`config.mk`:
```
export PLATFORM = sky130hd
export DESIGN_NAME = legv8_mc_ctrl
export DESIGN_NICKNAME = d
export VERILOG_FILES = /design/src/rtl/legv8_mc_ctrl_pkg.sv /design/src/rtl/legv8_mc_ctrl_inst_class_dec.sv /design/src/rtl/legv8_mc_ctrl.sv
export SDC_FILE = /design/constraint.sdc
export NUM_CORES = 1
export LEC_CHECK = 0
export CAP_MARGIN = 10
export CORE_UTILIZATION = 35
export DETAILED_ROUTE_END_ITERATION = 12
export HOLD_SLACK_MARGIN = 0.06
export PLACE_DENSITY_LB_ADDON = 0.2
export SYNTH_ARGS = -nofsm -noshare
export SYNTH_HDL_FRONTEND = slang
export SYNTH_SLANG_ARGS = --single-unit
```
`constraint.sdc`:
```
create_clock -name clk -period 1.5 [get_ports clk]
set_clock_uncertainty 0.1 [all_clocks]
set_input_delay 0.15 -clock clk [delete_from_list [all_inputs] [get_ports clk]]
set_output_delay 0.15 -clock clk [all_outputs]
set_load 0.1 [all_outputs]
```
`src/rtl/legv8_mc_ctrl_pkg.sv`:
```
// Shared encodings for the LEGv8 multicycle controller and its datapath.
package legv8_mc_ctrl_pkg;

  localparam int unsigned OPC_W = 11;
  localparam int unsigned CNT_W = 16;

  // Controller states
  typedef enum logic [2:0] {
    S_RESET  = 3'd0,
    S_FETCH  = 3'd1,
    S_DECODE = 3'd2,
    S_EXEC   = 3'd3,
    S_MEM    = 3'd4,
    S_WB     = 3'd5,
    S_BRANCH = 3'd6,
    S_FAULT  = 3'd7
  } state_t;

  // Instruction classes resolved from the opcode field
  typedef enum logic [3:0] {
    CL_RTYPE   = 4'd0,
    CL_RTYPE_S = 4'd1,
    CL_ITYPE   = 4'd2,
    CL_LDUR    = 4'd3,
    CL_STUR    = 4'd4,
    CL_CBZ     = 4'd5,
    CL_CBNZ    = 4'd6,
    CL_B       = 4'd7,
    CL_BCOND   = 4'd8,
    CL_ILLEGAL = 4'd9
  } inst_class_t;

  // Opcode patterns (bits [31:21]) and don't-care masks
  localparam logic [OPC_W-1:0] OPC_ADD   = 11'b10001011000;
  localparam logic [OPC_W-1:0] OPC_SUB   = 11'b11001011000;
  localparam logic [OPC_W-1:0] OPC_AND   = 11'b10001010000;
  localparam logic [OPC_W-1:0] OPC_ORR   = 11'b10101010000;
  localparam logic [OPC_W-1:0] OPC_ADDS  = 11'b10101011000;
  localparam logic [OPC_W-1:0] OPC_SUBS  = 11'b11101011000;
  localparam logic [OPC_W-1:0] OPC_ADDI  = 11'b10010001000;
  localparam logic [OPC_W-1:0] OPC_SUBI  = 11'b11010001000;
  localparam logic [OPC_W-1:0] OPC_LDUR  = 11'b11111000010;
  localparam logic [OPC_W-1:0] OPC_STUR  = 11'b11111000000;
  localparam logic [OPC_W-1:0] OPC_CBZ   = 11'b10110100000;
  localparam logic [OPC_W-1:0] OPC_CBNZ  = 11'b10110101000;
  localparam logic [OPC_W-1:0] OPC_B     = 11'b00010100000;
  localparam logic [OPC_W-1:0] OPC_BCOND = 11'b01010100000;

  localparam logic [OPC_W-1:0] MASK_FULL = 11'b11111111111;
  localparam logic [OPC_W-1:0] MASK_I    = 11'b11111111110;
  localparam logic [OPC_W-1:0] MASK_CB   = 11'b11111111000;
  localparam logic [OPC_W-1:0] MASK_B    = 11'b11111100000;

  // ALU B operand select
  localparam logic [1:0] SRCB_REG    = 2'b00;
  localparam logic [1:0] SRCB_FOUR   = 2'b01;
  localparam logic [1:0] SRCB_IMM    = 2'b10;
  localparam logic [1:0] SRCB_IMM_S2 = 2'b11;

  // ALU operation select
  localparam logic [1:0] ALUOP_ADD   = 2'b00;
  localparam logic [1:0] ALUOP_PASSB = 2'b01;
  localparam logic [1:0] ALUOP_RTYPE = 2'b10;

  // Branch kind driven to the PC-update logic
  localparam logic [2:0] BR_NONE  = 3'b000;
  localparam logic [2:0] BR_B     = 3'b001;
  localparam logic [2:0] BR_CBZ   = 3'b010;
  localparam logic [2:0] BR_CBNZ  = 3'b011;
  localparam logic [2:0] BR_BCOND = 3'b100;

  // Writeback source select
  localparam logic [1:0] M2R_ALU = 2'b00;
  localparam logic [1:0] M2R_MDR = 2'b01;

  // Full set of datapath control lines for one cycle
  typedef struct packed {
    logic       pc_write;
    logic       ir_write;
    logic       i_or_d;
    logic       reg2loc;
    logic       reg_write;
    logic       alu_src_a;
    logic [1:0] alu_src_b;
    logic [1:0] alu_op;
    logic       sreg_up;
    logic [2:0] branch_op;
    logic       mem_read;
    logic       mem_write;
    logic [1:0] mem_to_reg;
    logic       retire;
    logic       fault;
  } ctrl_t;

  // True when opc equals pat on every bit set in mask
  function automatic logic opc_match(input logic [OPC_W-1:0] opc,
                                     input logic [OPC_W-1:0] pat,
                                     input logic [OPC_W-1:0] mask);
    return ((opc ^ pat) & mask) == '0;
  endfunction

endpackage

```
`src/rtl/legv8_mc_ctrl_inst_class_dec.sv`:
```
// Combinational opcode classifier for the multicycle controller.
module legv8_mc_ctrl_inst_class_dec
  import legv8_mc_ctrl_pkg::*;
(
  input  logic [OPC_W-1:0] opcode,
  output inst_class_t      inst_class,
  output logic             illegal
);

  // Priority-free match: the legal patterns are mutually exclusive
  always_comb begin
    inst_class = CL_ILLEGAL;
    if (opc_match(opcode, OPC_ADD, MASK_FULL) ||
        opc_match(opcode, OPC_SUB, MASK_FULL) ||
        opc_match(opcode, OPC_AND, MASK_FULL) ||
        opc_match(opcode, OPC_ORR, MASK_FULL)) begin
      inst_class = CL_RTYPE;
    end else if (opc_match(opcode, OPC_ADDS, MASK_FULL) ||
                 opc_match(opcode, OPC_SUBS, MASK_FULL)) begin
      inst_class = CL_RTYPE_S;
    end else if (opc_match(opcode, OPC_ADDI, MASK_I) ||
                 opc_match(opcode, OPC_SUBI, MASK_I)) begin
      inst_class = CL_ITYPE;
    end else if (opc_match(opcode, OPC_LDUR, MASK_FULL)) begin
      inst_class = CL_LDUR;
    end else if (opc_match(opcode, OPC_STUR, MASK_FULL)) begin
      inst_class = CL_STUR;
    end else if (opc_match(opcode, OPC_CBZ, MASK_CB)) begin
      inst_class = CL_CBZ;
    end else if (opc_match(opcode, OPC_CBNZ, MASK_CB)) begin
      inst_class = CL_CBNZ;
    end else if (opc_match(opcode, OPC_BCOND, MASK_CB)) begin
      inst_class = CL_BCOND;
    end else if (opc_match(opcode, OPC_B, MASK_B)) begin
      inst_class = CL_B;
    end
    illegal = (inst_class == CL_ILLEGAL);
  end

endmodule

```
`src/rtl/legv8_mc_ctrl.sv`:
```
// LEGv8 multicycle sequencer: Moore FSM stepping the shared datapath
// through fetch/decode/execute/memory/writeback over one memory port.
module legv8_mc_ctrl
  import legv8_mc_ctrl_pkg::*;
#(
  parameter int unsigned MAX_WAIT = 0
) (
  input  logic             clk,
  input  logic             rst,
  input  logic [OPC_W-1:0] opcode,
  input  logic             mem_ready,
  output logic             PCWrite,
  output logic             IRWrite,
  output logic             IorD,
  output logic             Reg2Loc,
  output logic             RegWrite,
  output logic             ALUSrcA,
  output logic [1:0]       ALUSrcB,
  output logic [1:0]       ALUOp,
  output logic             SregUp,
  output logic [2:0]       BranchOp,
  output logic             MemRead,
  output logic             MemWrite,
  output logic [1:0]       MemtoReg,
  output logic             retire,
  output logic             fault
);

  state_t           state;
  state_t           state_next;
  inst_class_t      cls_q;
  inst_class_t      cls_dec;
  logic             illegal;
  logic [CNT_W-1:0] wait_cnt;
  logic             mem_done_c;
  logic             wd_hit_c;
  logic             is_mem_cls_c;
  ctrl_t            ctrl;

  legv8_mc_ctrl_inst_class_dec u_inst_class_dec (
    .opcode     (opcode),
    .inst_class (cls_dec),
    .illegal    (illegal)
  );

  // A ready seen while reset is asserted must not complete any access
  assign mem_done_c   = mem_ready & ~rst;
  assign is_mem_cls_c = (cls_q == CL_LDUR) || (cls_q == CL_STUR);

  // Watchdog trips on the MAX_WAIT-th consecutive wait cycle
  assign wd_hit_c = (MAX_WAIT != 32'd0) && !mem_ready &&
                    (wait_cnt == CNT_W'(MAX_WAIT - 32'd1));

  // State register
  always_ff @(posedge clk) begin
    if (rst) begin
      state <= S_RESET;
    end else begin
      state <= state_next;
    end
  end

  // Latch the instruction class while the IR is being decoded
  always_ff @(posedge clk) begin
    if (rst) begin
      cls_q <= CL_ILLEGAL;
    end else if (state == S_DECODE) begin
      cls_q <= cls_dec;
    end
  end

  // Consecutive memory-wait counter, cleared on every state change
  always_ff @(posedge clk) begin
    if (rst) begin
      wait_cnt <= '0;
    end else if (state_next != state) begin
      wait_cnt <= '0;
    end else if ((state == S_FETCH || state == S_MEM) && !mem_ready &&
                 (wait_cnt != '1)) begin
      wait_cnt <= wait_cnt + CNT_W'(1);
    end
  end

  // Next-state logic
  always_comb begin
    state_next = state;
    case (state)
      S_RESET:  state_next = S_FETCH;
      S_FETCH: begin
        if (mem_ready)     state_next = S_DECODE;
        else if (wd_hit_c) state_next = S_FAULT;
      end
      S_DECODE: begin
        if (illegal) begin
          state_next = S_FAULT;
        end else if (cls_dec == CL_B || cls_dec == CL_CBZ ||
                     cls_dec == CL_CBNZ || cls_dec == CL_BCOND) begin
          state_next = S_BRANCH;
        end else begin
          state_next = S_EXEC;
        end
      end
      S_EXEC:   state_next = is_mem_cls_c ? S_MEM : S_WB;
      S_MEM: begin
        if (mem_ready)     state_next = (cls_q == CL_LDUR) ? S_WB : S_FETCH;
        else if (wd_hit_c) state_next = S_FAULT;
      end
      S_WB:     state_next = S_FETCH;
      S_BRANCH: state_next = S_FETCH;
      S_FAULT:  state_next = S_FAULT;
      default:  state_next = S_RESET;
    endcase
  end

  // Control decode from state and latched class
  always_comb begin
    ctrl = '0;
    case (state)
      S_FETCH: begin
        ctrl.mem_read  = 1'b1;
        ctrl.alu_src_b = SRCB_FOUR;
        ctrl.alu_op    = ALUOP_ADD;
        ctrl.ir_write  = mem_done_c;
        ctrl.pc_write  = mem_done_c;
      end
      S_DECODE: begin
        ctrl.alu_src_b = SRCB_IMM_S2;
        ctrl.alu_op    = ALUOP_ADD;
        ctrl.reg2loc   = (cls_dec == CL_STUR) || (cls_dec == CL_CBZ) ||
                         (cls_dec == CL_CBNZ);
      end
      S_EXEC: begin
        ctrl.alu_src_a = 1'b1;
        case (cls_q)
          CL_RTYPE, CL_RTYPE_S: begin
            ctrl.alu_src_b = SRCB_REG;
            ctrl.alu_op    = ALUOP_RTYPE;
            ctrl.sreg_up   = (cls_q == CL_RTYPE_S);
          end
          CL_ITYPE: begin
            ctrl.alu_src_b = SRCB_IMM;
            ctrl.alu_op    = ALUOP_RTYPE;
          end
          default: begin
            ctrl.alu_src_b = SRCB_IMM;
            ctrl.alu_op    = ALUOP_ADD;
          end
        endcase
      end
      S_MEM: begin
        ctrl.i_or_d    = 1'b1;
        ctrl.mem_read  = (cls_q == CL_LDUR);
        ctrl.mem_write = (cls_q == CL_STUR);
        ctrl.reg2loc   = (cls_q == CL_STUR);
        ctrl.retire    = (cls_q == CL_STUR) && mem_done_c;
      end
      S_WB: begin
        ctrl.reg_write  = 1'b1;
        ctrl.mem_to_reg = (cls_q == CL_LDUR) ? M2R_MDR : M2R_ALU;
        ctrl.retire     = 1'b1;
      end
      S_BRANCH: begin
        ctrl.alu_src_a = 1'b1;
        ctrl.alu_src_b = SRCB_REG;
        ctrl.alu_op    = ALUOP_PASSB;
        ctrl.retire    = 1'b1;
        case (cls_q)
          CL_B:     ctrl.branch_op = BR_B;
          CL_CBZ:   ctrl.branch_op = BR_CBZ;
          CL_CBNZ:  ctrl.branch_op = BR_CBNZ;
          CL_BCOND: ctrl.branch_op = BR_BCOND;
          default:  ctrl.branch_op = BR_NONE;
        endcase
      end
      S_FAULT: ctrl.fault = 1'b1;
      default: ctrl = '0;
    endcase
  end

  assign PCWrite  = ctrl.pc_write;
  assign IRWrite  = ctrl.ir_write;
  assign IorD     = ctrl.i_or_d;
  assign Reg2Loc  = ctrl.reg2loc;
  assign RegWrite = ctrl.reg_write;
  assign ALUSrcA  = ctrl.alu_src_a;
  assign ALUSrcB  = ctrl.alu_src_b;
  assign ALUOp    = ctrl.alu_op;
  assign SregUp   = ctrl.sreg_up;
  assign BranchOp = ctrl.branch_op;
  assign MemRead  = ctrl.mem_read;
  assign MemWrite = ctrl.mem_write;
  assign MemtoReg = ctrl.mem_to_reg;
  assign retire   = ctrl.retire;
  assign fault    = ctrl.fault;

endmodule

```
==> results of run 1 <==
repair_timing:
action | CTS
setup endpoints to repair | 22
gates resized for setup | 53
pin swaps | 16
endpoints found under the hold margin | 0
cloned | 1
buffers inserted | 16
Yosys cell counts, types with 3 or more instances:
library cell	n
nor2_1	11
nand2_1	9
a21oi_1	8
dfxtp_1	7
inv_1	7
buf_2	5
o21ai_1	5
nand2b_1	4
nand3_1	4
nand3b_1	4
nor3_1	4
and3_1	3
stage by stage:
step / hold WS, ps / std cells / setup WS, ps
after floorplan: 304 / 114 / -663
after global placement: 486 / 197 / -519
after detailed placement: 492 / 197 / -627
after CTS: 491 / 218 / -507
logic make-up after synthesis:
kind of cell	after synthesis
simple gates	64
other cells	1
xor+xnor	2
buf+inv	15
compound gates	25
flops	7
==> flow_summary.yaml, run 1 <==
run_status:
  status: "did not finish"
  failed_stage: "global routing"
  error: "[ERROR DPL-0033] detailed placement checks failed during check placement."
yosys:
  ys_ff_latch: 7
  synthDistinctLibCells: 46
  ys_async_sr_fraction_pct: 0
  synthMuxAreaShare_pct: 0
  netlist.area_leader.share_pct: 17.0
  synthAdderAreaFrac_pct: 0
  synth_nets: 128
  avgSynthCellArea_um2: 7.22
  synth_top_family_by_area: "simple AND/OR/NAND/NOR gates"
  synth_edf_count: 0
  yosys_warnings: 0
  synth-compound-area-share_pct: 19.9
  syn-cell-area_um2: 823
  synth-simple-area-share_pct: 52.0
  yosysTopAreaCell: "dfxtp_1"
  ys_top_cells_by_area: "dfxtp_1, nor2_1, a21oi_1"
  syn-instance-count: 114
  synthFlopType: "dfxtp_1"
  ys_seq_area_share_pct: 17.0
  synthXorXnorAreaFrac_pct: 2.13
timing:
  worst-ep-kind: "primary output"
  worst_endpoint: "retire"
clocking:
  cts-root-buf: "clkbuf_4"
  clockBufferDepth: 2
  postCtsHoldBufs: 0
  cts-buffers-inserted: 3
  htreeDepth: 1
  numClockSinks: 7
placement:
  gp_congestion: 0.852
  dpl.hpwl_um: 2390
  dpl_cell_area_um2: 1690
  numPortBuffers: 32
floorplanning:
  die_height_um: 50.5
  num_rows: 17
  io-pin-count: 34
  start_util_pct: 37.2
  die_w_um: 50.5
global_route:
  grt_start_max_net_pins: 11
  antenna_found_initial: 0
==> run 2, diff against run 1 <==
CORE_UTILIZATION = 20   (was 35)
HOLD_SLACK_MARGIN = unset   (was 0.06)
PLACE_DENSITY_LB_ADDON = 0.15   (was 0.2)
clock period = 2 ns   (was 1.5 ns; I/O delays follow)
==> run 2 against run 1 <==
- the flow now finishes, with violations (negative setup slack)
- synthesized area unchanged
- synthesized cell count stayed put
==> flow_summary.yaml, run 2 <==
yosys:
  ys_top_cells_by_area: "dfxtp_1, nor2_1, a21oi_1"
  synth.most_common_cell: "nor2_1"
  synthDistinctLibCells: 46
  synth_nets: 128
  yosys_warnings: 0
  synthFlopType: "dfxtp_1"
  ys_async_sr_fraction_pct: 0
  synthTopCellsByCount: "nor2_1, nand2_1, a21oi_1"
  syn-cell-area_um2: 823
  avgSynthCellArea_um2: 7.22
  syn-instance-count: 114
  synth_edf_count: 0
  ys_seq_area_share_pct: 17.0
  ys_ff_latch: 7
  netlist.area_leader.share_pct: 17.0
  yosysTopAreaCell: "dfxtp_1"
final_layout:
  postLayoutCoreUtil_pct: 45.4
  layout.cells.non_filler: 215
  drive_gt1_share_pct: 47.3
  insertedDiodeCount: 0
  reg.largest.list: "cls_q: 4 flops, state: 3 flops"
  top_register: "cls_q"
  largest_register_ffs: 4
  layout.nets: 182
  final_cell_mix: "buf_4, buf_12, nand2_1, a21oi_1, dlygate4sd2_1"
  layout_commonest_cell: "buf_4"
  area_delta_synth_final_pct: 110
critical_path:
  max_stage_delay_ps: 440
  cpLargestDelayFamily: "simple AND/OR/NAND/NOR gates"
  path_class: "register to output port"
  start_kind: "register"
  crit_path_end_kind: "output port"
  critPathArrivalTime_ps: 1750
  required_ps: 1700
  regToRegSetupSlack_ps: 520
  crit_chain: "nor2b_4 -> nand2b_4 -> or4_4 -> o311ai_4 -> buf_12"
  critPathMaxFanout: 2
  critPathSlowestCell: "or4_4"
  path_buf_inv: 1
hold_path:
  hp-class: "input pin to register"
global_route:
  grt_usage_pct: 13.2
  grt-ovfl-total: 0
  grt_pass1_wl_um: 4390
  grt_pass1_vias: 1014
  grt_start_max_net_pins: 16
  antenna_found_initial: 0
drt:
  drt_wl_total_um: 2530
  viasPerCell: 4.69
  ant_nets: 0
  dr.pass1.iters: 3
  drtIter0Drc: 19
  wire_per_inst_um: 11.8
  drc_errors: 0
  num_vias: 1008
run:
  drv_cap: 0
power:
  p_int_mw: 0.471
  p_per_area_nw_per_um2: 472
  pwr-share-comb_pct: 56.2
  clockPowerShare_pct: 24.1
  total_power_mw: 0.814
  p_switching_mw: 0.343
  ir_drop_uv: 148
  p_leak_nw: 0.771
  power_switching_share_pct: 42.2
  seq_power_share_pct: 19.7
clocking:
  numClockSinks: 7
  clockBufferDepth: 2
  cts_tree: "yes"
  cts-buffers-inserted: 3
  path_clk_slew_ps: 40
  cts-root-buf: "clkbuf_8"
  clk-insertion-delay-late_ps: 230
  htreeDepth: 1
placement:
  dp_cells: 209
  dpl.hpwl_um: 2080
  numPortBuffers: 32
  gp_congestion: 0.815
  pre_cts_slack_ps: -266
timing:
  hold_viol_final: 0
  hold_ws_ps: 400
  fin_crit_sh_pct: 102
  setup_ws_ps: -49.6
  fmax_mhz: 488
  setup_viol: 1
  slew_violations: 0
  grt_setup_unrepaired: "yes"
  min_period_ps: 2050
run_status:
  violations: "negative setup slack"
  status: "complete, but fails checks"
floorplanning:
  num_rows: 22
  dieArea_um2: 4380
  die_w_um: 66.2
  io-pin-count: 34
  core_um2: 3800
  start_util_pct: 21.7
  die_height_um: 66.2
==> run 2: cell counts after synthesis <==
No cell type changed its count.
==> run 2: final cells by class <==
| type | count | area, um2 |
|---|---|---|
| Clock buffer | 4 | 45.0 |
| Sequential cell | 7 | 144 |
| Multi-Input combinational cell | 92 | 757 |
| Tap cell | 48 | 60.1 |
| Inverter | 7 | 26.3 |
| Fill cell | 380 | 2070 |
| Timing Repair Buffer | 57 | 693 |
==> run 2: path summary, 6_finish.rpt <==
check	startpoint	to	cells after the start
worst min register to register	cls_q[2]	cls_q[2]	2
worst max-delay path	state[2]	retire	5
worst min-delay path	opcode[1]	cls_q[0]	5
worst max register to register	state[2]	cls_q[0]	5
==> run 2: routing by layer <==
metal	part of all wire [%]	GRT usage [%]	vias up
met4	2.5	7.98	0
met1	41	13.9	454
li1	-	-	515
met5	0	0	-
met2	52	24.9	34
met3	4.0	1.21	5
==> run 2: worst reg2reg max path: cells and delay by family, from the launching register on <==
kind                   cells  cell delay, ps
AO/OA/AOI/OAI              2             360
AND/OR/NAND/NOR            2             430
flip-flops                 1             310
buffers and inverters      1             160
==> run 2: what timing repair did <==
| item | 4_1_cts | 5_1_grt |
|---|---|---|
| setup endpoints to repair | 2 | 5 |
| pin swaps | 4 | 7 |
| gates resized for setup | 17 | 9 |
| hold buffers | 0 | 0 |
| setup buffers | 2 | 0 |
==> run 2: power groups by stage <==
stage / Combinational (mW) / Clock [mW] / Sequential (mW)
after detailed placement: 0.452 / 0 / 0.162
after floorplan: 0.284 / 0 / 0.163
after CTS: 0.456 / 0.201 / 0.160
final: 0.457 / 0.196 / 0.160
after global placement: 0.449 / 0 / 0.161
after global routing: 0.482 / 0.212 / 0.161
==> run 2: metrics by stage <==
step	TNS (ps)	cell area (um2)
floorplan	-554	922
global placement	-202	1620
detailed placement	-266	1620
CTS	-213	1700
global route	-143	1730
finish	-49.6	1730
==> run 2: kinds of logic (layout without fill, tap and decap cells) <==
family | after synthesis | after routing | share of synthesized area [%]
and+or+nand+nor | 64 | 64 | 52.0
AOI/OAI and AO/OA | 25 | 25 | 19.9
buffers and inverters | 15 | 68 | 8.51
DFF | 7 | 7 | 17.0
xor gates and xnor gates | 2 | 2 | 2.13
other | 1 | 1 | 0.455
(Power assumes the default switching activity.)
==> run 3, diff against run 2 <==
ABC_AREA = 1   (was unset)
CORE_MARGIN = 4   (was unset)
SETUP_SLACK_MARGIN = 0.02   (was unset)
==> run 3 against run 2 <==
- the flow now finishes without violations
- synthesized cell count grew 39%
- power grew 100%
- cell area shrank 4.4%
- sequential cell count is the same
- clock power is essentially flat
- sequential share of layout area grew 0.61 points
- combinational power grew to 2.6 times the previous value
- largest cell class unchanged
==> flow_summary.yaml, run 3 <==
power:
  p_switching_mw: 0.952
  p_int_mw: 0.713
  seq_power_share_pct: 16.5
  ir_drop_uv: 392
  p_leak_nw: 0.746
  power_switching_share_pct: 57.2
  total_power_mw: 1.67
  pwr-share-comb_pct: 71.8
  p_per_area_nw_per_um2: 1010
  clockPowerShare_pct: 11.7
hold_path:
  hp-class: "register to register"
critical_path:
  critPathMaxFanout: 3
  critPathSlowestCell: "clkdlybuf4s50_1"
  crit_path_end_kind: "output port"
  crit_top_cell: "nand2_2"
  required_ps: 1700
  path_class: "input pin to output port"
  crit_chain: "clkdlybuf4s50_1 -> nand2_2 -> nor2_4 -> nand3_2 -> nand2_2 -> a31oi_2 -> o22ai_2 -> buf_12"
  reg2reg_to: "cls_q[1]"
  start_kind: "input pin"
  crit_path_end: "Reg2Loc"
  critPathArrivalTime_ps: 1590
  timing.rr.start: "state[1]"
  max_stage_delay_ps: 500
  cp-startpoint: "opcode[8]"
  regToRegSetupSlack_ps: 490
  worstRegToRegCells: 7
global_route:
  busiest_layer: "met2"
  grt_usage_pct: 9.07
  met2_usage_pct: 16.9
  grt-ovfl-total: 0
  antenna_found_initial: 0
  met1_usage_pct: 10.2
  grt_start_max_net_pins: 9
  grt_pass1_wl_um: 3920
  met3_usage_pct: 0.684
  grt_pass1_vias: 974
final_layout:
  drive_gt1_share_pct: 38.9
  layout_commonest_cell: "nand2_1"
  top_register: "cls_q"
  final_cell_mix: "nand2_1, inv_1, buf_12"
  reg.largest.list: "cls_q: 4 flops, state: 3 flops"
  area_delta_synth_final_pct: 92.6
  insertedDiodeCount: 0
  largest_register_ffs: 4
  layout.nets: 208
drt:
  ant_nets: 0
  drtIter0Drc: 30
  drt_wl_total_um: 2490
  dr.pass1.iters: 4
  viasPerCell: 4.37
  drc_errors: 0
  num_vias: 1062
  wire_per_inst_um: 10.3
yosys:
  syn-instance-count: 158
  ys_async_sr_fraction_pct: 0
  synth_edf_count: 0
  ys_top_cells_by_area: "dfxtp_1, inv_1, nand2_1"
  yosys_warnings: 0
  ys_ff_latch: 7
  avgSynthCellArea_um2: 5.42
  synthFlopType: "dfxtp_1"
  synth_nets: 172
  synthDistinctLibCells: 23
  ys_seq_area_share_pct: 16.4
  synthTopCellsByCount: "inv_1, nand2_1, nor2_1"
  netlist.area_leader.share_pct: 16.4
  synth.most_common_cell: "inv_1"
  syn-cell-area_um2: 857
  yosysTopAreaCell: "dfxtp_1"
placement:
  numPortBuffers: 32
  gp_congestion: 0.859
  dpl.hpwl_um: 2250
clocking:
  clk-insertion-delay-late_ps: 230
  clockBufferDepth: 2
  post_cts.repair.setup_buffers: 0
  path_clk_slew_ps: 40
  numClockSinks: 7
  cts_tree: "yes"
  htreeDepth: 1
  cts-buffers-inserted: 3
  cts-root-buf: "clkbuf_8"
run_status:
  status: "completed"
run:
  drv_cap: 0
timing:
  fin_crit_sh_pct: 94.5
  slew_violations: 0
  hold_ws_ps: 372
  final.setup.tns_ps: 0
  hold_viol_final: 0
  grt_setup_unrepaired: "no"
  fmax_mhz: 529
  min_period_ps: 1890
  setup_viol: 0
floorplanning:
  start_util_pct: 21.0
  dieArea_um2: 5400
  core_um2: 4090
  io-pin-count: 34
  num_rows: 23
  die_w_um: 73.5
  die_height_um: 73.5
## run 3: cell count changes after synthesis, sizes merged, moves of 3 or more
cell	change
inv	+28
nand2	+27
nor2	+22
nand3	+13
buf	-6
nand2b	-5
nand3b	-4
nor3	+4
and3	-3
and4b	-3
nor2b	-3
o21ai	-3
## run 3: metrics by stage
stage | instances | setup slack (ps) | instance area [um2] | util (%)
after floorplan | 158 | -812 | 1010 | -
after global placement | 239 | 119 | 1560 | 38.2
after detailed placement | 239 | 70.1 | 1560 | 38.2
after CTS | 243 | 30.7 | 1610 | 39.3
after global routing | 243 | 21.6 | 1650 | 40.4
final | 243 | 109 | 1650 | 40.4
## run 3: cell type report
cell class	instances	area, um2
Clock buffer	4	45.0
Fill cell	428	2440
Inverter	35	136
Multi-Input combinational cell	113	723
Sequential cell	7	148
Tap cell	50	62.6
Timing Repair Buffer	34	536
## run 3: power groups by stage
stage | logic [mW] | registers, mW | clock network (mW)
2_1_floorplan | 0.835 | 0.258 | 0
3_3_place_gp | 1.19 | 0.272 | 0
3_5_place_dp | 1.20 | 0.273 | 0
4_1_cts | 1.20 | 0.271 | 0.199
5_1_grt | 1.26 | 0.286 | 0.205
6_report | 1.20 | 0.275 | 0.195
## run 3: kinds of logic (layout without fill, tap and decap cells)
kind of cell	Yosys count	after routing	synth area share (%)
and+or+nand+nor	97	97	55.0
buffers and inverters	38	73	18.0
DFF	7	7	16.3
AOI/OAI and AO/OA	15	15	10.2
other	1	1	0.438
## run 3: metal layers
layer | vias to the layer above | wire length (um)
met1 | 465 | 1000
met4 | 0 | 46
met5 | - | 0
met2 | 34 | 1290
met3 | 5 | 153
li1 | 558 | -
## run 3: worst max-delay path: cells and delay by family
kind	cells	cell delay, ps
buf+inv	2	700
simple gates	4	460
compound gates	2	230
## run 3: repair_timing
item / CTS / global route
hold buffers: 0 / 0
resized for setup: 0 / 14
setup endpoints to repair: 0 / 4
endpoints found under the hold margin: 0 / 0
## run 3: worst min path at each step
stage | start | to | cells past startpoint | slack [ps]
floorplan | opcode[10] | cls_q[0] | 3 | 330
global placement | cls_q[2] | cls_q[2] | 2 | 380
detailed placement | cls_q[2] | cls_q[2] | 2 | 380
CTS | cls_q[2] | cls_q[2] | 2 | 390
global route | cls_q[2] | cls_q[2] | 2 | 410
finish | cls_q[2] | cls_q[2] | 2 | 370
==> run 4, diff against run 3 <==
CELL_PAD_IN_SITES_DETAIL_PLACEMENT = 0   (was unset)
CELL_PAD_IN_SITES_GLOBAL_PLACEMENT = 1   (was unset)
==> run 4 against run 3 <==
- die area did not move
- final cell count fell by 0.41%
- combinational power barely moved
- hold slack improved by 27 ps
- power fell by 0.41%
- sequential share of layout area barely moved
- critical path depth did not move
- count of clock-buffer cells in the layout did not move
- wire length fell by 0.76%
- critical path type unchanged
- largest power group unchanged
==> flow_summary.yaml, run 4 (synthesis gave the netlist of run 3 again) <==
power:
  p_per_area_nw_per_um2: 1020
  p_leak_nw: 0.706
  ir_drop_uv: 344
critical_path:
  required_ps: 1700
  crit_path_end_kind: "output port"
  worstRegToRegCells: 8
  path_class: "input pin to output port"
  critPathArrivalTime_ps: 1600
  crit_chain: "clkdlybuf4s50_1 -> nand2_2 -> nor2_4 -> nand3_2 -> nand2_2 -> a31oi_2 -> o22ai_2 -> buf_12"
  start_kind: "input pin"
  regToRegSetupSlack_ps: 530
  max_stage_delay_ps: 530
  cp-startpoint: "opcode[10]"
  reg2reg_to: "state[0]"
  critPathSlowestCell: "clkdlybuf4s50_1"
  crit_top_cell: "nand2_2"
  timing.rr.start: "cls_q[2]"
  critPathMaxFanout: 4
global_route:
  grt_pass1_vias: 1007
  grt_start_max_net_pins: 9
  grt-ovfl-total: 0
  grt_usage_pct: 9.80
  grt_pass1_wl_um: 4220
  antenna_found_initial: 0
timing:
  min_period_ps: 1900
  slew_violations: 0
  final.setup.tns_ps: 0
  hold_viol_final: 0
  fmax_mhz: 526
  setup_viol: 0
  grt_setup_unrepaired: "no"
  fin_crit_sh_pct: 95.0
floorplanning:
  die_w_um: 73.5
  core_um2: 4090
  num_rows: 23
  die_height_um: 73.5
  start_util_pct: 21.0
  io-pin-count: 34
  dieArea_um2: 5400
clocking:
  cts_tree: "yes"
  cts-root-buf: "clkbuf_8"
  path_clk_slew_ps: 40
  numClockSinks: 7
  htreeDepth: 1
  clockBufferDepth: 2
  cts-buffers-inserted: 3
  clk-insertion-delay-late_ps: 220
  postCtsHoldBufs: 0
final_layout:
  final_cell_mix: "nand2_1, inv_1, buf_12"
  layout.nets: 207
  postLayoutCoreUtil_pct: 40.0
  final_cell_area_um2: 1630
  reg.largest.list: "cls_q: 4 flops, state: 3 flops"
  layout_commonest_cell: "nand2_1"
  area_delta_synth_final_pct: 90.5
  top_register: "cls_q"
  insertedDiodeCount: 0
  drive_gt1_share_pct: 38.0
  largest_register_ffs: 4
hold_path:
  hp-class: "register to register"
  hold_start: "cls_q[2]"
  hold_path_depth: 2
  min_to: "cls_q[2]"
drt:
  dr.pass1.iters: 4
  drc_errors: 0
  wire_per_inst_um: 10.2
  viasPerCell: 4.26
  drt_wl_total_um: 2470
  num_vias: 1030
  ant_nets: 0
  drtIter0Drc: 18
placement:
  numPortBuffers: 32
  dpl_cell_area_um2: 1550
  gp_congestion: 0.866
  dpl.hpwl_um: 2340
run:
  drv_cap: 0
run_status:
  status: "completed"
==> run 4: cell types whose count changed in the layout (fill, tap and decap cells not counted), sizes merged <==
| cell | before | now |
|---|---|---|
| buf | 21 | 20 |
| clkdlybuf4s50 | 9 | 13 |
| dlymetal6s2s | 4 | 0 |
==> run 4: worst max-delay path by stage <==
stage | to | slack [ps] | cells past startpoint
2_1_floorplan | BranchOp[1] | -810 | 4
3_3_place_gp | Reg2Loc | 100 | 8
3_5_place_dp | Reg2Loc | 80 | 8
4_1_cts | PCWrite | 40 | 5
5_1_grt | retire | 20 | 9
6_report | Reg2Loc | 100 | 8
==> run 4: critical path, delay by kind of cell <==
kind	cells	cell delay (ps)
buffers and inverters	2	730
AND/OR/NAND/NOR	4	470
AO/OA/AOI/OAI	2	200
==> run 4: timing repair <==
item / in CTS / in global routing
pin swaps: 1 / 1
resized for setup: 1 / 8
endpoints found under the setup margin: 2 / 4
setup buffers: 0 / 0
==> run 4: cell type report <==
| type | instances | area [um2] |
|---|---|---|
| sequential | 7 | 146 |
| inverter | 35 | 136 |
| clock buffer | 4 | 45.0 |
| tap | 50 | 62.6 |
| multi-input combinational | 113 | 724 |
| fill | 437 | 2450 |
| timing repair buffer | 33 | 518 |
==> run 4: report_power, final <==
group | switching (mW) | leakage, nW | internal, mW
Clock | 0.0530 | 0.0228 | 0.137
Sequential | 0.0844 | 0.0587 | 0.195
Combinational | 0.807 | 0.624 | 0.382
==> run 4: layer usage <==
metal | global-route usage, % | part of all wire, % | vias up
li1 | - | - | 554
met1 | 10.6 | 38 | 448
met2 | 19.6 | 55 | 26
met3 | 0.821 | 5.7 | 2
met4 | 3.02 | 1.4 | 0
met5 | 0 | 0 | -
==> run 4: stage by stage <==
stage               worst slack (ps)  std cells  hold slack, ps  total power [mW]
detailed placement              75.1        238             393              1.47
finish                          99.4        242             398              1.66
floorplan                       -812        158             326              1.09
global placement                95.7        238             384              1.46
global route                    18.5        242             440              1.75
CTS                             37.2        242             399              1.66
==> patch, RTL diff (config.mk and constraints of run 2) <==
Encoding of `inst_class_t`: now one-hot (10 bits for 10 values).
--- a/src/rtl/legv8_mc_ctrl_pkg.sv
+++ b/src/rtl/legv8_mc_ctrl_pkg.sv
@@ -19,13 +19,13 @@
   // Instruction classes resolved from the opcode field
-  typedef enum logic [3:0] {
-    CL_RTYPE   = 4'd0,
-    CL_RTYPE_S = 4'd1,
-    CL_ITYPE   = 4'd2,
-    CL_LDUR    = 4'd3,
-    CL_STUR    = 4'd4,
-    CL_CBZ     = 4'd5,
-    CL_CBNZ    = 4'd6,
-    CL_B       = 4'd7,
-    CL_BCOND   = 4'd8,
-    CL_ILLEGAL = 4'd9
+  typedef enum logic [9:0] {
+    CL_RTYPE   = 10'b0000000001,
+    CL_RTYPE_S = 10'b0000000010,
+    CL_ITYPE   = 10'b0000000100,
+    CL_LDUR    = 10'b0000001000,
+    CL_STUR    = 10'b0000010000,
+    CL_CBZ     = 10'b0000100000,
+    CL_CBNZ    = 10'b0001000000,
+    CL_B       = 10'b0010000000,
+    CL_BCOND   = 10'b0100000000,
+    CL_ILLEGAL = 10'b1000000000
   } inst_class_t;
Check against the original RTL: no difference found for any inputs over 10 cycles, from zero or initial values and one cycle with rst high; not proved beyond that.
==> patch against run 2 <==
The run still ends with negative setup slack left. Area after synthesis grew 24%. Sequential cell count up 6. Non-clock buffer count unchanged. Worst setup slack got worse by 0.11 ns. Final area increased by 14%. Die area up 23%. Largest power group unchanged. Total power grew 1.3%. Wire length rose by 22%. Clock power up 18%. Global-route usage fell by 0.58 points. Register-to-register slack worse by 0.30 ns.
==> patch: results (changes against run 2) <==
[place]
place.gp.congestion = 0.695  ; -15%
place_hpwl_um = 2510  ; +20%
placedCellCount = 245  ; +17%
post-place-ws_ns = -0.0316  ; +0.235 ns
portBuffers = 32  ; unchanged

[finish]
finalNetCount = 201  ; +10%
drive_gt1_frac = 0.425  ; -0.0483
largest_registers = cls_q (10), state (3)
n_antenna_cell = 0  ; unchanged

[yosys]
synthArstFlopShare = 0  ; unchanged
synth_commonest_cells = a21oi_1 (13), dfxtp_1 (13), nand2_1 (12)
ys_seq_area_frac = 0.256  ; +0.0853
synth_area_leaders = dfxtp_1 (26%), a21oi_1 (6.4%), nand2_1 (4.4%)
syn_area_per_cell_sq_um = 7.72  ; +6.8%
yosysWarnings = 0  ; unchanged
syn_nets = 146  ; +14%
synthDistinctLibCells = 39  ; -15%
ys.flop_type = dfxtp_1

[global_route]
grt.total_usage = 0.126  ; -0.00584
grt_max_degree = 14  ; -2
grt_pass1_wl_um = 5320  ; +21%
antenna_found_initial = 0  ; unchanged
use_met3 = 0.0137  ; +0.00165
use_met1 = 0.159  ; +0.0193
use_met2 = 0.225  ; -0.0234

[routing]
wirelength_um = 3080  ; +22%
drt_iter0_markers = 48  ; +29
wl_per_cell_um = 12.2  ; +3.3%
wl_met2_um = 1480  ; +13%
vias = 1151  ; +14%
met1_length_um = 1440  ; +38%
dr_wl_met3_um = 125  ; +25%
top_layer = met4
first_pass_iters = 4  ; +1

[cts]
ctsLongestPathBuffers = 2  ; unchanged
cts_made_buffers = 3  ; unchanged
clk_latency_ns = 0.24
cts-root-buf = clkbuf_8
clk_pin_slew_ns = 0.06  ; +0.02 ns
htreeDepth = 1  ; unchanged

[outcome]
status = finished, violations left
violations = negative setup slack

[setup_path]
crit_fanout = 2  ; unchanged

[timing]
setup_ws_ns = -0.158  ; -0.109 ns
finalSetupViolCount = 10  ; +9
fin_setup_tns_ns = -1.07  ; -1.02 ns

[power_and_ir_drop]
switching_share = 0.352  ; -0.0693
clkPwrFrac = 0.280  ; +0.039
ir_worst_vdd_mv = 0.155  ; +4.8%
sequentialPowerShare = 0.328  ; +0.131
p_leak_nw = 0.674  ; -13%
total_power_uw = 824  ; +1.3%

[worst_hold_path]
min_path_type = reg -> reg

patch: cell types whose count changed after synthesis, moves of 4 or more:
| cell | before | now |
|---|---|---|
| a21oi_1 | 8 | 13 |
| buf_2 | 5 | 0 |
| clkbuf_1 | 0 | 5 |
| dfxtp_1 | 7 | 13 |
| nand3_1 | 4 | 8 |
| o21ai_0 | 2 | 6 |
| o21ai_1 | 5 | 1 |
patch: what timing repair did:
item                       in CTS  in global routing
hold buffers                    0                  0
setup endpoints to repair      10                 11
gates resized for setup         4                  3
pin swaps                       4                  7
buffers inserted                2                  2
patch: kinds of logic after synthesis:
family	Yosys count	synth area share
simple gates	75	0.491
compound gates	27	0.158
flops	13	0.256
buf+inv	11	0.0479
xor+xnor	5	0.0430
other cells	1	0.00368
patch: through the flow:
stage / util / cell area, sq um
after floorplan: - / 1180
after global routing: 0.408 / 1970
after detailed placement: 0.387 / 1860
final: 0.408 / 1970
after CTS: 0.403 / 1940
after global placement: 0.387 / 1860
patch: worst max-delay path, cell delays in order, from the launching register on:
cell	delay, ns
dfxtp_2	0.31
or3_4	0.41
nor4_4	0.16
nand4b_1	0.21
nor4b_4	0.30
buf_12	0.21
patch: final timing paths:
path	start	end	slack [ns]	cells past startpoint
max	cls_q[5]$_SDFFE_PP0P_	SregUp	-0.16	5
min	cls_q[4]$_SDFFE_PP0P_	cls_q[4]$_SDFFE_PP0P_	0.45	2
max reg2reg	cls_q[2]$_SDFFE_PP0P_	state[0]$_SDFFE_PP0P_	0.22	6
min reg2reg	cls_q[4]$_SDFFE_PP0P_	cls_q[4]$_SDFFE_PP0P_	0.45	2
patch: layout make-up:
class / instances / area, sq um
fillers: 512 / 2850
repair buffers: 57 / 698
inverters: 4 / 18.8
multi-input cells: 108 / 857
well taps: 67 / 83.8
clock buffers: 4 / 45.0
flip-flops and latches: 13 / 264
